## src/rtl/serial_adder_n_if.sv

```systemverilog
// rtl/serial_adder_n_if.sv - start/done operand and result bundle for serial_adder_n
interface serial_adder_n_if #(
  parameter int WIDTH = 8
);
  logic             start;
  logic             sub;
  logic             cin;
  logic [WIDTH-1:0] a;
  logic [WIDTH-1:0] b;
  logic             ready;
  logic             busy;
  logic             done;
  logic [WIDTH-1:0] s;
  logic             cout;
  logic             ovf;

  modport master (
    output start, sub, cin, a, b,
    input  ready, busy, done, s, cout, ovf
  );

  modport slave (
    input  start, sub, cin, a, b,
    output ready, busy, done, s, cout, ovf
  );
endinterface

```

## src/rtl/serial_adder_n.sv

```systemverilog
// rtl/serial_adder_n.sv - bit-serial adder/subtractor, one full-adder slice reused over WIDTH cycles
module serial_adder_n #(
  parameter int WIDTH = 8
) (
  input  logic            i_clk,
  input  logic            i_reset,
  serial_adder_n_if.slave io_bus
);

  localparam int CW = $clog2(WIDTH) + 1;

  typedef enum logic [1:0] {
    S_IDLE,
    S_RUN,
    S_DONE
  } state_t;

  state_t           r_state;
  state_t           w_next;
  logic [WIDTH-1:0] r_a;
  logic [WIDTH-1:0] r_b;
  logic [WIDTH-1:0] r_s;
  logic [CW-1:0]    r_cnt;
  logic             r_c;
  logic             r_cout;
  logic             r_ovf;

  logic w_sum;
  logic w_carry;
  logic w_last;
  logic w_ready;
  logic w_busy;
  logic w_done;

  assign w_sum   = r_a[0] ^ r_b[0] ^ r_c;
  assign w_carry = (r_a[0] & r_b[0]) | (r_a[0] & r_c) | (r_b[0] & r_c);
  assign w_last  = (r_cnt == CW'(WIDTH - 1));

  always_ff @(posedge i_clk) begin
    if (i_reset) begin
      r_state <= S_IDLE;
    end else begin
      r_state <= w_next;
    end
  end

  always_comb begin
    w_next  = r_state;
    w_ready = 1'b0;
    w_busy  = 1'b0;
    w_done  = 1'b0;
    case (r_state)
      S_IDLE: begin
        w_ready = 1'b1;
        if (io_bus.start) w_next = S_RUN;
      end
      S_RUN: begin
        w_busy = 1'b1;
        if (w_last) w_next = S_DONE;
      end
      S_DONE: begin
        w_done = 1'b1;
        w_next = S_IDLE;
      end
      default: w_next = S_IDLE;
    endcase
  end

  // On the last RUN cycle r_a[0]/r_b[0] are the operand MSBs (B already inverted for sub).
  always_ff @(posedge i_clk) begin
    if (i_reset) begin
      r_a    <= '0;
      r_b    <= '0;
      r_s    <= '0;
      r_cnt  <= '0;
      r_c    <= 1'b0;
      r_cout <= 1'b0;
      r_ovf  <= 1'b0;
    end else begin
      case (r_state)
        S_IDLE: begin
          if (io_bus.start) begin
            r_a   <= io_bus.a;
            r_b   <= io_bus.sub ? ~io_bus.b : io_bus.b;
            r_c   <= io_bus.sub | io_bus.cin;
            r_cnt <= '0;
          end
        end
        S_RUN: begin
          r_s   <= {w_sum, r_s[WIDTH-1:1]};
          r_a   <= {1'b0, r_a[WIDTH-1:1]};
          r_b   <= {1'b0, r_b[WIDTH-1:1]};
          r_c   <= w_carry;
          r_cnt <= r_cnt + CW'(1);
          if (w_last) begin
            r_cout <= w_carry;
            r_ovf  <= (r_a[0] == r_b[0]) && (w_sum != r_a[0]);
          end
        end
        default: ;
      endcase
    end
  end

  assign io_bus.ready = w_ready;
  assign io_bus.busy  = w_busy;
  assign io_bus.done  = w_done;
  assign io_bus.s     = r_s;
  assign io_bus.cout  = r_cout;
  assign io_bus.ovf   = r_ovf;

endmodule
```

## src/flat_wrapper.sv

```systemverilog
// flat-port wrapper written by rule: the top's interface ports become plain ports
module serial_adder_n_flat 
#(
  parameter int WIDTH = 8
)
  (i_clk, i_reset, io_bus_start, io_bus_sub, io_bus_cin, io_bus_a, io_bus_b, io_bus_ready, io_bus_busy, io_bus_done, io_bus_s, io_bus_cout, io_bus_ovf);
  serial_adder_n_if #(.WIDTH(WIDTH)) io_bus_i ();
  input  logic i_clk;
  input  logic i_reset;
  input wire logic [$bits(io_bus_i.start)-1:0] io_bus_start;
  input wire logic [$bits(io_bus_i.sub)-1:0] io_bus_sub;
  input wire logic [$bits(io_bus_i.cin)-1:0] io_bus_cin;
  input wire logic [$bits(io_bus_i.a)-1:0] io_bus_a;
  input wire logic [$bits(io_bus_i.b)-1:0] io_bus_b;
  output wire logic [$bits(io_bus_i.ready)-1:0] io_bus_ready;
  output wire logic [$bits(io_bus_i.busy)-1:0] io_bus_busy;
  output wire logic [$bits(io_bus_i.done)-1:0] io_bus_done;
  output wire logic [$bits(io_bus_i.s)-1:0] io_bus_s;
  output wire logic [$bits(io_bus_i.cout)-1:0] io_bus_cout;
  output wire logic [$bits(io_bus_i.ovf)-1:0] io_bus_ovf;
  assign io_bus_i.start = io_bus_start;
  assign io_bus_i.sub = io_bus_sub;
  assign io_bus_i.cin = io_bus_cin;
  assign io_bus_i.a = io_bus_a;
  assign io_bus_i.b = io_bus_b;
  assign io_bus_ready = io_bus_i.ready;
  assign io_bus_busy = io_bus_i.busy;
  assign io_bus_done = io_bus_i.done;
  assign io_bus_s = io_bus_i.s;
  assign io_bus_cout = io_bus_i.cout;
  assign io_bus_ovf = io_bus_i.ovf;
  serial_adder_n #(.WIDTH(WIDTH)) u_core (.i_clk(i_clk), .i_reset(i_reset), .io_bus(io_bus_i));
endmodule
```

## config.mk

```make
export PLATFORM = sky130hd
export DESIGN_NAME = serial_adder_n_flat
export DESIGN_NICKNAME = d
export VERILOG_FILES = /design/src/rtl/serial_adder_n_if.sv /design/src/rtl/serial_adder_n.sv /design/src/flat_wrapper.sv
export SDC_FILE = /design/constraint.sdc
export NUM_CORES = 1
export LEC_CHECK = 0
export CAP_MARGIN = 5
export CORE_ASPECT_RATIO = 2
export CORE_MARGIN = 3
export CORE_UTILIZATION = 35
export DETAILED_ROUTE_END_ITERATION = 10
export HOLD_SLACK_MARGIN = 0.03
export PLACE_DENSITY = 0.7
export SYNTH_ARGS = -nofsm -noshare
export SYNTH_HDL_FRONTEND = slang
export SYNTH_SLANG_ARGS = --single-unit
```

## constraint.sdc

```tcl
create_clock -name i_clk -period 1.9 [get_ports i_clk]
set_input_delay 0.19 -clock i_clk [delete_from_list [all_inputs] [get_ports i_clk]]
set_output_delay 0.19 -clock i_clk [all_outputs]
set_load 0.01 [all_outputs]
```

==> results of run 1 <==
## cell usage after synthesis (2+ instances only)
cell	count
nand3_1	3
o22ai_1	7
clkbuf_2	2
or3b_2	6
a22oi_1	10
a211oi_1	2
nor3_1	10
a21oi_1	18
dfxtp_1	33
nand3b_1	2
ha_1	2
nor2_1	13
xnor2_1	8
buf_2	4
o21ai_0	2
clkbuf_1	5
nand2_1	17
nand2b_1	6
## area by class of cell
class	count	area (um2)	area share, %
sequential	33	661	33.0
clock inverter	2	37.5	1.87
multi-input combinational	122	758	37.8
inverter	1	3.75	0.187
timing repair buffer	42	398	19.9
clock buffer	6	82.6	4.12
tap	51	63.8	3.18
## cell families after synthesis
family / Yosys count / share of synthesized area (%)
simple gates: 66 / 24.1
compound gates: 44 / 18.6
flops: 33 / 44.4
buf+inv: 14 / 4.55
xor+xnor: 9 / 5.30
fa+ha+maj: 3 / 3.03
## power by group
part	switching (mW)	total (mW)	leakage, nW	internal [mW]
sequential	0.0243	0.753	0.270	0.729
combinational	0.104	0.231	0.398	0.127
clock	0.256	0.683	0.0574	0.426
total	0.385	1.67	0.726	1.28
## state kept, by name, summed over array words and instances, names as in the netlist
register	cells
u_core.io_bus.s	8
u_core.io_bus.ovf	1
u_core.r_b	8
u_core.r_a	8
u_core.r_cnt	4
u_core.r_c	1
u_core.io_bus.cout	1
u_core.r_state	2
## worst register-to-register path, stage by stage (launching register included)
cell and delay [ns]:
dfxtp_1 0.41, fa_1 0.48, xnor2_1 0.14, or4_1 0.40
a21oi_1 0.15
## layer usage
metal  vias to the layer above  share of wire [%]  GRT usage, %  wire [um]
met5                         -                  0             0          0
met4                         0                2.1          7.27         67
met3                         6                4.7          3.66        148
met2                        29                 54          23.2       1690
met1                       590                 40          14.5       1250
li1                        662                  -             -          -
## stage by stage
step                utilization [%]  std cells
CTS                            50.6        257
global route                   50.6        257
global placement               47.5        249
floorplan                         -        169
finish                         50.6        257
detailed placement             47.5        249
## worst paths after layout
kind | to | slack, ns | cells after the start | from
max | io_bus_done | 0.21 | 3 | u_core.r_state[0]
min | u_core.io_bus.s[0] | 0.46 | 2 | u_core.io_bus.s[0]
max reg2reg | u_core.io_bus.ovf | 0.26 | 4 | u_core.r_b[0]
min reg2reg | u_core.io_bus.s[0] | 0.46 | 2 | u_core.io_bus.s[0]
==> results.md, run 1 <==
- CP Data Arrival Time: 1.50 ns
- Syn nets: 193
- Status: finished, final reports clean
- Final wirelength: 3160 um
- Post-CTS sizing: 0
- Die H: 98.2 um
- Synthesized area: 0.00149 mm2
- Reg clk slew, reported paths: 0.06 ns
- DRT antenna net count: 0
- DRC violations left: 0
- Core area: 0.00396 mm2
- YS warnings: 0
- CTS root buf: clkbuf_8
- DRT Pass-1 Iters: 4
- Placed Area: 0.00188 mm2
- Hold buffer count at CTS: 0
- Worst vdd ir: 691 uV
- Port-buffer cells: 33
- Yosys cell types: 37
- Clk_lat worst skew: 0.28 ns
- Period minus WS final: 1.69 ns
- CTS sink count: 33
- Buf/Inv on CP: 2
- Post-route setup TNS: 0 ns
- Row count: 32
- Async SR Flop Fraction: 0%
- Total GRT Usage: 13.6%
- Cell Pwr Density: 831 mW/mm2
- Final net count: 229
- Critical path, cell by cell: buf_4, nor2b_1, clkdlybuf4s50_1
- Max_slew headroom: 69.7%
- Most used cells in the layout excluding fill and tap cells: clkdlybuf4s50_1 (33), dfxtp_1 (33), a21oi_1 (18)
- Number of diodes: 0
- Vias in the first global route: 1,226
- Setup Buffers After CTS: 0
- Initial antenna violation count: 0
- Syn Area/Cell: 8.80 um2
- Fillers: 383
- # H-tree levels: 2
- Starting DRT DRC Count: 36
- Top post-synthesis cells by area: dfxtp_1 (44%), a21oi_1 (6.1%), a22oi_1 (5.1%)
- Register area share after synthesis: 44.4%
- Synth Instances: 169
- Setup-failing EPs final: 0
- Period Utilization, post-route: 88.9%
- Worst-path fanout max: 19
- Leakage power: 0.726 nW
- HPWL after DPL: 2230 um
- RSZ-0062 raised after global routing: no
- Cell type with the largest total area after synthesis: dfxtp_1
- Max cap viols: 0
- Startpoint Class: flip-flop
- Slowest stage cell, crit path: clkdlybuf4s50_1
- Synth top area share: 44.4%
- Achievable Freq: 592 MHz
- Worst min path class: flip-flop to flip-flop
- Final Cell Area: 0.00200 mm2
- Total Power: 1.67 mW
- Fin worst setup slack: 0.211 ns
- Crit-path max cell delay: 0.54 ns
- Proportion of layout cells with a drive suffix above 1: 12.6%
- Worst-case clock buffer depth: 2
- Grt ovf: 0
- Worst slew pin tran: 0.453 ns
- CTS buffer count: 5
- Ports: 34
- Chip width: 52.1 um
- Number of flops mapped to enable cells by yosys: 0
- Die area: 0.00511 mm2
- Largest net degree at the start of global routing: 21
- Clock skew: 0.00464 ns
- Ys flop type: dfxtp_1
- Critical path data required time: 1.71 ns
- CTS tree: built
- Crit. End Element: primary output
- Final GP Congestion: 0.724
- Kind of critical path: flip-flop to primary output
- Starting Density: 37.5%
- Vias per cell: 5.01
- Final hold viol count: 0
- Area Overhead vs Synth: 34.8%
- Final Slew Violations: 0
- Global-route wire length before repair: 5310 um
- Yosys reg bits: 33
- Worst hold margin: 0.463 ns
- Top delay family on crit path: buffers and inverters
- Wire length per cell: 12.3 um
- DR vias: 1,287
- Pre-CTS setup slack: 0.253 ns
Power figures use the tool's default switching activity.
==> inputs of run 2 (changes only) <==
- CELL_PAD_IN_SITES_DETAIL_PLACEMENT: not set -> 1
- CELL_PAD_IN_SITES_GLOBAL_PLACEMENT: not set -> 1
- GPL_TIMING_DRIVEN: not set -> 0
- PLACE_DENSITY: 0.7 -> 0.87
==> run 2 against run 1 <==
  * Global-route usage increased by 3.1 points
  * Critical path type unchanged
  * Total power is 10% lower
  * Critical endpoint is now io_bus_busy
  * Highest routed layer unchanged
  * Flip-flop and latch count did not move
  * Die area is the same
==> results.md, run 2 (synthesis gave the netlist of run 1 again) <==
- Status: finished, final reports clean
- Most used cells in the layout excluding fill and tap cells: dfxtp_1 (32), clkdlybuf4s50_1 (31), a21oi_1 (18)
- DRT Pass-1 Iters: 4 (unchanged)
- # H-tree levels: 2 (unchanged)
- Critical path data required time: 1.71 ns (about the same)
- Max_slew headroom: 63.2% (-6.5 points)
- DR vias: 1,358 (+5.5%)
- Period minus WS final: 1.82 ns (+0.126 ns)
- RSZ-0062 raised after global routing: no
- Vias per cell: 5.24 (+4.7%)
- Crit-path max cell delay: 0.55 ns (about the same)
- Setup-failing EPs final: 0 (unchanged)
- Worst-case clock buffer depth: 2 (unchanged)
- R2R cell count: 4 (unchanged)
- Die H: 98.2 um (unchanged)
- Clk_lat worst skew: 0.29 ns (about the same)
- Leakage power: 0.705 nW (-2.9%)
- Final net count: 231 (+0.87%)
- Core area: 0.00396 mm2 (unchanged)
- Global-route wire length before repair: 6430 um (+21%)
- Number of diodes: 0 (unchanged)
- Startpoint Class: flip-flop
- Kind of critical path: flip-flop to primary output
- R2R Path End: u_core.io_bus.ovf
- DRC violations left: 0 (unchanged)
- CTS tree: built
- Worst slew pin tran: 0.553 ns (+0.0995 ns)
- Proportion of layout cells with a drive suffix above 1: 12.0% (-0.60 points)
- Starting Density: 37.5% (unchanged)
- Cell Pwr Density: 769 mW/mm2 (-7.5%)
- Slowest stage cell, crit path: clkdlybuf4s50_1
- Final Slew Violations: 0 (unchanged)
- WHS Endpoint: u_core.r_b[6]
- Beginning of the critical path: u_core.r_state[1]
- Pre-CTS setup slack: 0.0541 ns (-0.199 ns)
- Area Overhead vs Synth: 31.1%
- Chip width: 52.1 um (unchanged)
- Setup Buffers After CTS: 0 (unchanged)
- Largest net degree at the start of global routing: 11 (-48%)
- Flop2flop setup slack: 0.21 ns (-0.05 ns)
- CTS sink count: 33 (unchanged)
- DRT antenna net count: 0 (unchanged)
- CTS root buf: clkbuf_8
- CP Data Arrival Time: 1.63 ns (+0.13 ns)
- Start point of the worst hold path: i_reset
- Ports: 34 (unchanged)
- Port-buffer cells: 31 (-6.1%)
- Grt ovf: 0 (unchanged)
- HPWL after DPL: 2710 um (+21%)
- Vias in the first global route: 1,410 (+15%)
- CTS buffer count: 5 (unchanged)
- Crit. End Element: primary output
- Worst min path class: input port to flip-flop
- Final hold viol count: 0 (unchanged)
- R2R Path Start: u_core.r_a[0]
- Fin worst setup slack: 0.0844 ns (-0.126 ns)
- Reg clk slew, reported paths: 0.07 ns (about the same)
- Worst vdd ir: 548 uV (-21%)
- Clock skew: 0.00606 ns (+0.00141 ns)
- Starting DRT DRC Count: 19 (-47%)
- Wire length per cell: 14.2 um (+16%)
- Period Utilization, post-route: 95.6% (+6.6 points)
- Most common cell after layout, fill and taps aside: dfxtp_1
- Die area: 0.00511 mm2 (unchanged)
- Final wirelength: 3680 um (+16%)
- Total GRT Usage: 16.7% (+3.1 points)
- Critical path, cell by cell: nand2b_4, inv_1, buf_4, clkdlybuf4s50_1
- Row count: 32 (unchanged)
- Total Power: 1.50 mW (-10%)
- Max cap viols: 0 (unchanged)
- Final Cell Area: 0.00195 mm2 (-2.8%)
- Final GP Congestion: 0.777 (+7.3%)
- Achievable Freq: 551 MHz (-7.0%)
- Worst hold path depth: 2 (unchanged)
- Placed Area: 0.00186 mm2 (-1.3%)
- Worst-path fanout max: 10 (-9)
- Post-route setup TNS: 0 ns (unchanged)
- Initial antenna violation count: 0 (unchanged)
-- run 2: routing by layer --
layer / track usage [%] / up-vias / part of all wire [%] / routed length (um)
li1: - / 666 / - / -
met1: 16.0 / 661 / 36 / 1340
met2: 30.5 / 26 / 57 / 2110
met3: 4.58 / 5 / 3.8 / 138
met4: 8.48 / 0 / 2.4 / 89
met5: 0 / - / 0 / 0
-- run 2: final cells by class --
cell class                 instances  area, um2
multi-input combinational        122        758
clock inverter                     2       10.0
inverter                           1       3.75
tap                               51       63.8
fill                             464       2020
buffer                            13       67.6
clock buffer                       6       72.6
sequential                        33        662
timing repair buffer              31        310
-- run 2: where the power goes --
part | leakage, nW | total [mW] | switching (mW) | internal, mW
clock network | 0.0450 | 0.511 | 0.257 | 0.253
logic | 0.390 | 0.233 | 0.112 | 0.121
registers | 0.270 | 0.755 | 0.0256 | 0.729
-- run 2: worst max-delay path: cells and delay by family, from the launching register on --
kind	cells	cell delay (ns)
simple gates	1	0.18
buf+inv	3	0.83
flops	1	0.33
-- run 2: what timing repair did --
| item | CTS | global route |
|---|---|---|
| setup endpoints to repair | 1 | 3 |
| hold buffers | 0 | 0 |
| gates resized for setup | 1 | 2 |
-- run 2: metrics by stage --
stage,utilization [%],hold WS (ns),instances
floorplan,-,0.338,169
global route,49.1,0.331,259
CTS,49.1,0.270,259
detailed placement,46.9,0.457,251
global placement,46.9,0.444,251
finish,49.1,0.272,259
-- run 2: worst max path at each step --
| stage | to | depth (start not counted) |
|---|---|---|
| after floorplan | u_core.io_bus.ovf | 4 |
| after global placement | u_core.r_b[1] | 5 |
| after detailed placement | u_core.r_b[3] | 5 |
| after CTS | io_bus_done | 3 |
| after global routing | io_bus_busy | 4 |
| final | io_bus_busy | 4 |
==> inputs of run 3 (changes only) <==
- PLACE_DENSITY: 0.87 -> 0.77
==> run 3 against run 2 <==
  * Sequential power about the same
  * Total power decreased by 0.62%
  * Maximum frequency about the same
  * Utilization decreased by 0.063 points
  * Count of clock-buffer cells in the layout increased by 2
  * Cell count unchanged
  * Die area unchanged
  * Register-to-register slack about the same
  * Clock power decreased by 2%
  * Clock skew decreased by 0.0012 ns
  * Critical endpoint unchanged
  * Largest cell class unchanged
  * Largest power group unchanged
  * Highest routed layer unchanged
==> results.md, run 3 (synthesis gave the netlist of run 1 again) <==
- Cell Pwr Density: 765 mW/mm2 (-0.49%)
- Beginning of the critical path: u_core.r_state[1]
- Achievable Freq: 551 MHz (about the same)
- Startpoint Class: flip-flop
- Total GRT Usage: 17.6% (+0.87 points)
- Comb pwr share: 15.7% (+0.2 points)
- Initial antenna violation count: 0 (unchanged)
- Status: finished, final reports clean
- R2R cell count: 4 (unchanged)
- DR vias: 1,372 (+1.0%)
- P_sw: 0.379 mW (-4.1%)
- Ports: 34 (unchanged)
- Proportion of layout cells with a drive suffix above 1: 11.1% (-0.96 points)
- CTS root buf: clkbuf_8
- Internal power: 1.11 mW (+0.61%)
- Clk pwr share: 33.6% (-0.5 points)
- CP Data Arrival Time: 1.63 ns (about the same)
- Placed Area: 0.00186 mm2 (unchanged)
- Core Util, Final: 49.1% (-0.063 points)
- CTS sink count: 33 (unchanged)
- RSZ-0062 raised after global routing: no
- Final wirelength: 3980 um (+8.3%)
- HPWL after DPL: 3130 um (+15%)
- Worst vdd ir: 543 uV (-0.94%)
- CTS tree: built
- Crit. End Element: primary output
- Number of diodes: 0 (unchanged)
- R2R Path Start: u_core.r_a[0]
- Port-buffer cells: 31 (unchanged)
- Global-route wire length before repair: 6670 um (+3.8%)
- Wire length per cell: 15.4 um (+8.3%)
- Worst-case clock buffer depth: 2 (unchanged)
- Most used cells in the layout excluding fill and tap cells: dfxtp_1 (32), clkdlybuf4s50_1 (31), a21oi_1 (18)
- Reg area: 662 um2 (unchanged)
- Final GP Congestion: 0.742 (-4.5%)
- # H-tree levels: 2 (unchanged)
- Final Cell Area: 0.00195 mm2 (-0.13%)
- Final net count: 231 (unchanged)
- Worst hold path depth: 2 (unchanged)
- Kind of critical path: flip-flop to primary output
- Core area: 0.00396 mm2 (unchanged)
- Row count: 32 (unchanged)
- Fillers: 485 (+4.5%)
- CTS buffer count: 5 (unchanged)
- Die H: 98.2 um (unchanged)
- Switching Share: 25.4% (-0.91 points)
- DRT Pass-1 Iters: 4 (unchanged)
- Die area: 0.00511 mm2 (unchanged)
- Start point of the worst hold path: i_reset
- Final hold viol count: 0 (unchanged)
- Area Overhead vs Synth: 30.9%
- Period minus WS final: 1.82 ns (-0.00000950 ns)
- DRT antenna net count: 0 (unchanged)
- Vias in the first global route: 1,434 (+1.7%)
- Post-route setup TNS: 0 ns (unchanged)
- Starting DRT DRC Count: 18 (-1)
- Largest net degree at the start of global routing: 11 (unchanged)
- Sequential fraction of design power: 50.7% (+0.3 points)
- Final Slew Violations: 0 (unchanged)
- Max_slew headroom: 63.8% (+0.64 points)
- Vias per cell: 5.30 (+1.0%)
- Chip width: 52.1 um (unchanged)
- Area occupied by multi-input gates: 758 um2 (unchanged)
- Worst slew pin tran: 0.543 ns (-0.00959 ns)
- Clk_lat worst skew: 0.28 ns (about the same)
- Most common cell after layout, fill and taps aside: dfxtp_1
- DRC violations left: 0 (unchanged)
- Setup-failing EPs final: 0 (unchanged)
- Worst-path fanout max: 10 (unchanged)
- Grt ovf: 0 (unchanged)
- Reg clk slew, reported paths: 0.07 ns (about the same)
- Period Utilization, post-route: 95.6% (about the same)
- Worst min path class: input port to flip-flop
- Clock skew: 0.00484 ns (-0.00122 ns)
- Leakage power: 0.699 nW (-0.75%)
- Starting Density: 37.5% (unchanged)
- Max cap viols: 0 (unchanged)
- Critical path data required time: 1.71 ns (about the same)
## run 3: cell count changes in the layout (fill, tap and decap cells not counted)
cell and delta:
clkbuf_1 +2, clkinv_2 -2, buf_2 +1, clkbuf_2 -1
## run 3: repair_timing
action,in CTS,in global routing
pin swaps,0,0
hold buffers,0,0
gates cloned,0,0
resized for setup,2,1
setup buffers,0,0
setup endpoints to repair,2,1
## run 3: final cells by class
cell class                      count  share of cell area [%]
Clock buffer                        8                    4.12
Inverter                            1                   0.193
Multi-Input combinational cell    122                    39.0
Sequential cell                    33                    34.0
Buffer                             13                    3.47
Tap cell                           51                    3.28
Timing Repair Buffer               31                    15.9
## run 3: critical path, cell delays in order, from the launching register on
cell and delay (ns):
dfxtp_1 0.33, nand2b_4 0.18, inv_1 0.11, buf_4 0.18
clkdlybuf4s50_1 0.54
## run 3: layer usage
metal / global-route usage [%] / wire, um / part of all wire, %
met5: 0 / 0 / 0
met4: 10.3 / 126 / 3.2
met3: 4.43 / 163 / 4.1
met2: 31.6 / 2270 / 57
met1: 16.9 / 1420 / 36
## run 3: power groups by stage
stage	clock [mW]	combinational (mW)	sequential, mW
3_5_place_dp	0	0.235	0.771
5_1_grt	0.546	0.262	0.760
4_1_cts	0.523	0.236	0.755
6_report	0.501	0.233	0.755
3_3_place_gp	0	0.225	0.768
2_1_floorplan	0	0.144	0.764
## run 3: path summary, 6_finish.rpt
kind | endpoint | slack (ns)
max | io_bus_busy | 0.08
min | u_core.r_b[5] | 0.30
max reg2reg | u_core.io_bus.ovf | 0.21
min reg2reg | u_core.io_bus.ovf | 0.47
## run 3: metrics by stage
stage          total power [mW]  hold WS (ns)  cells  setup slack, ns
6_report                   1.49         0.300    259           0.0844
3_5_place_dp               1.01         0.469    251           0.0709
3_3_place_gp              0.992         0.443    251            0.122
5_1_grt                    1.57         0.329    259          0.00189
2_1_floorplan             0.908         0.338    169            0.366
4_1_cts                    1.51         0.286    259           0.0470
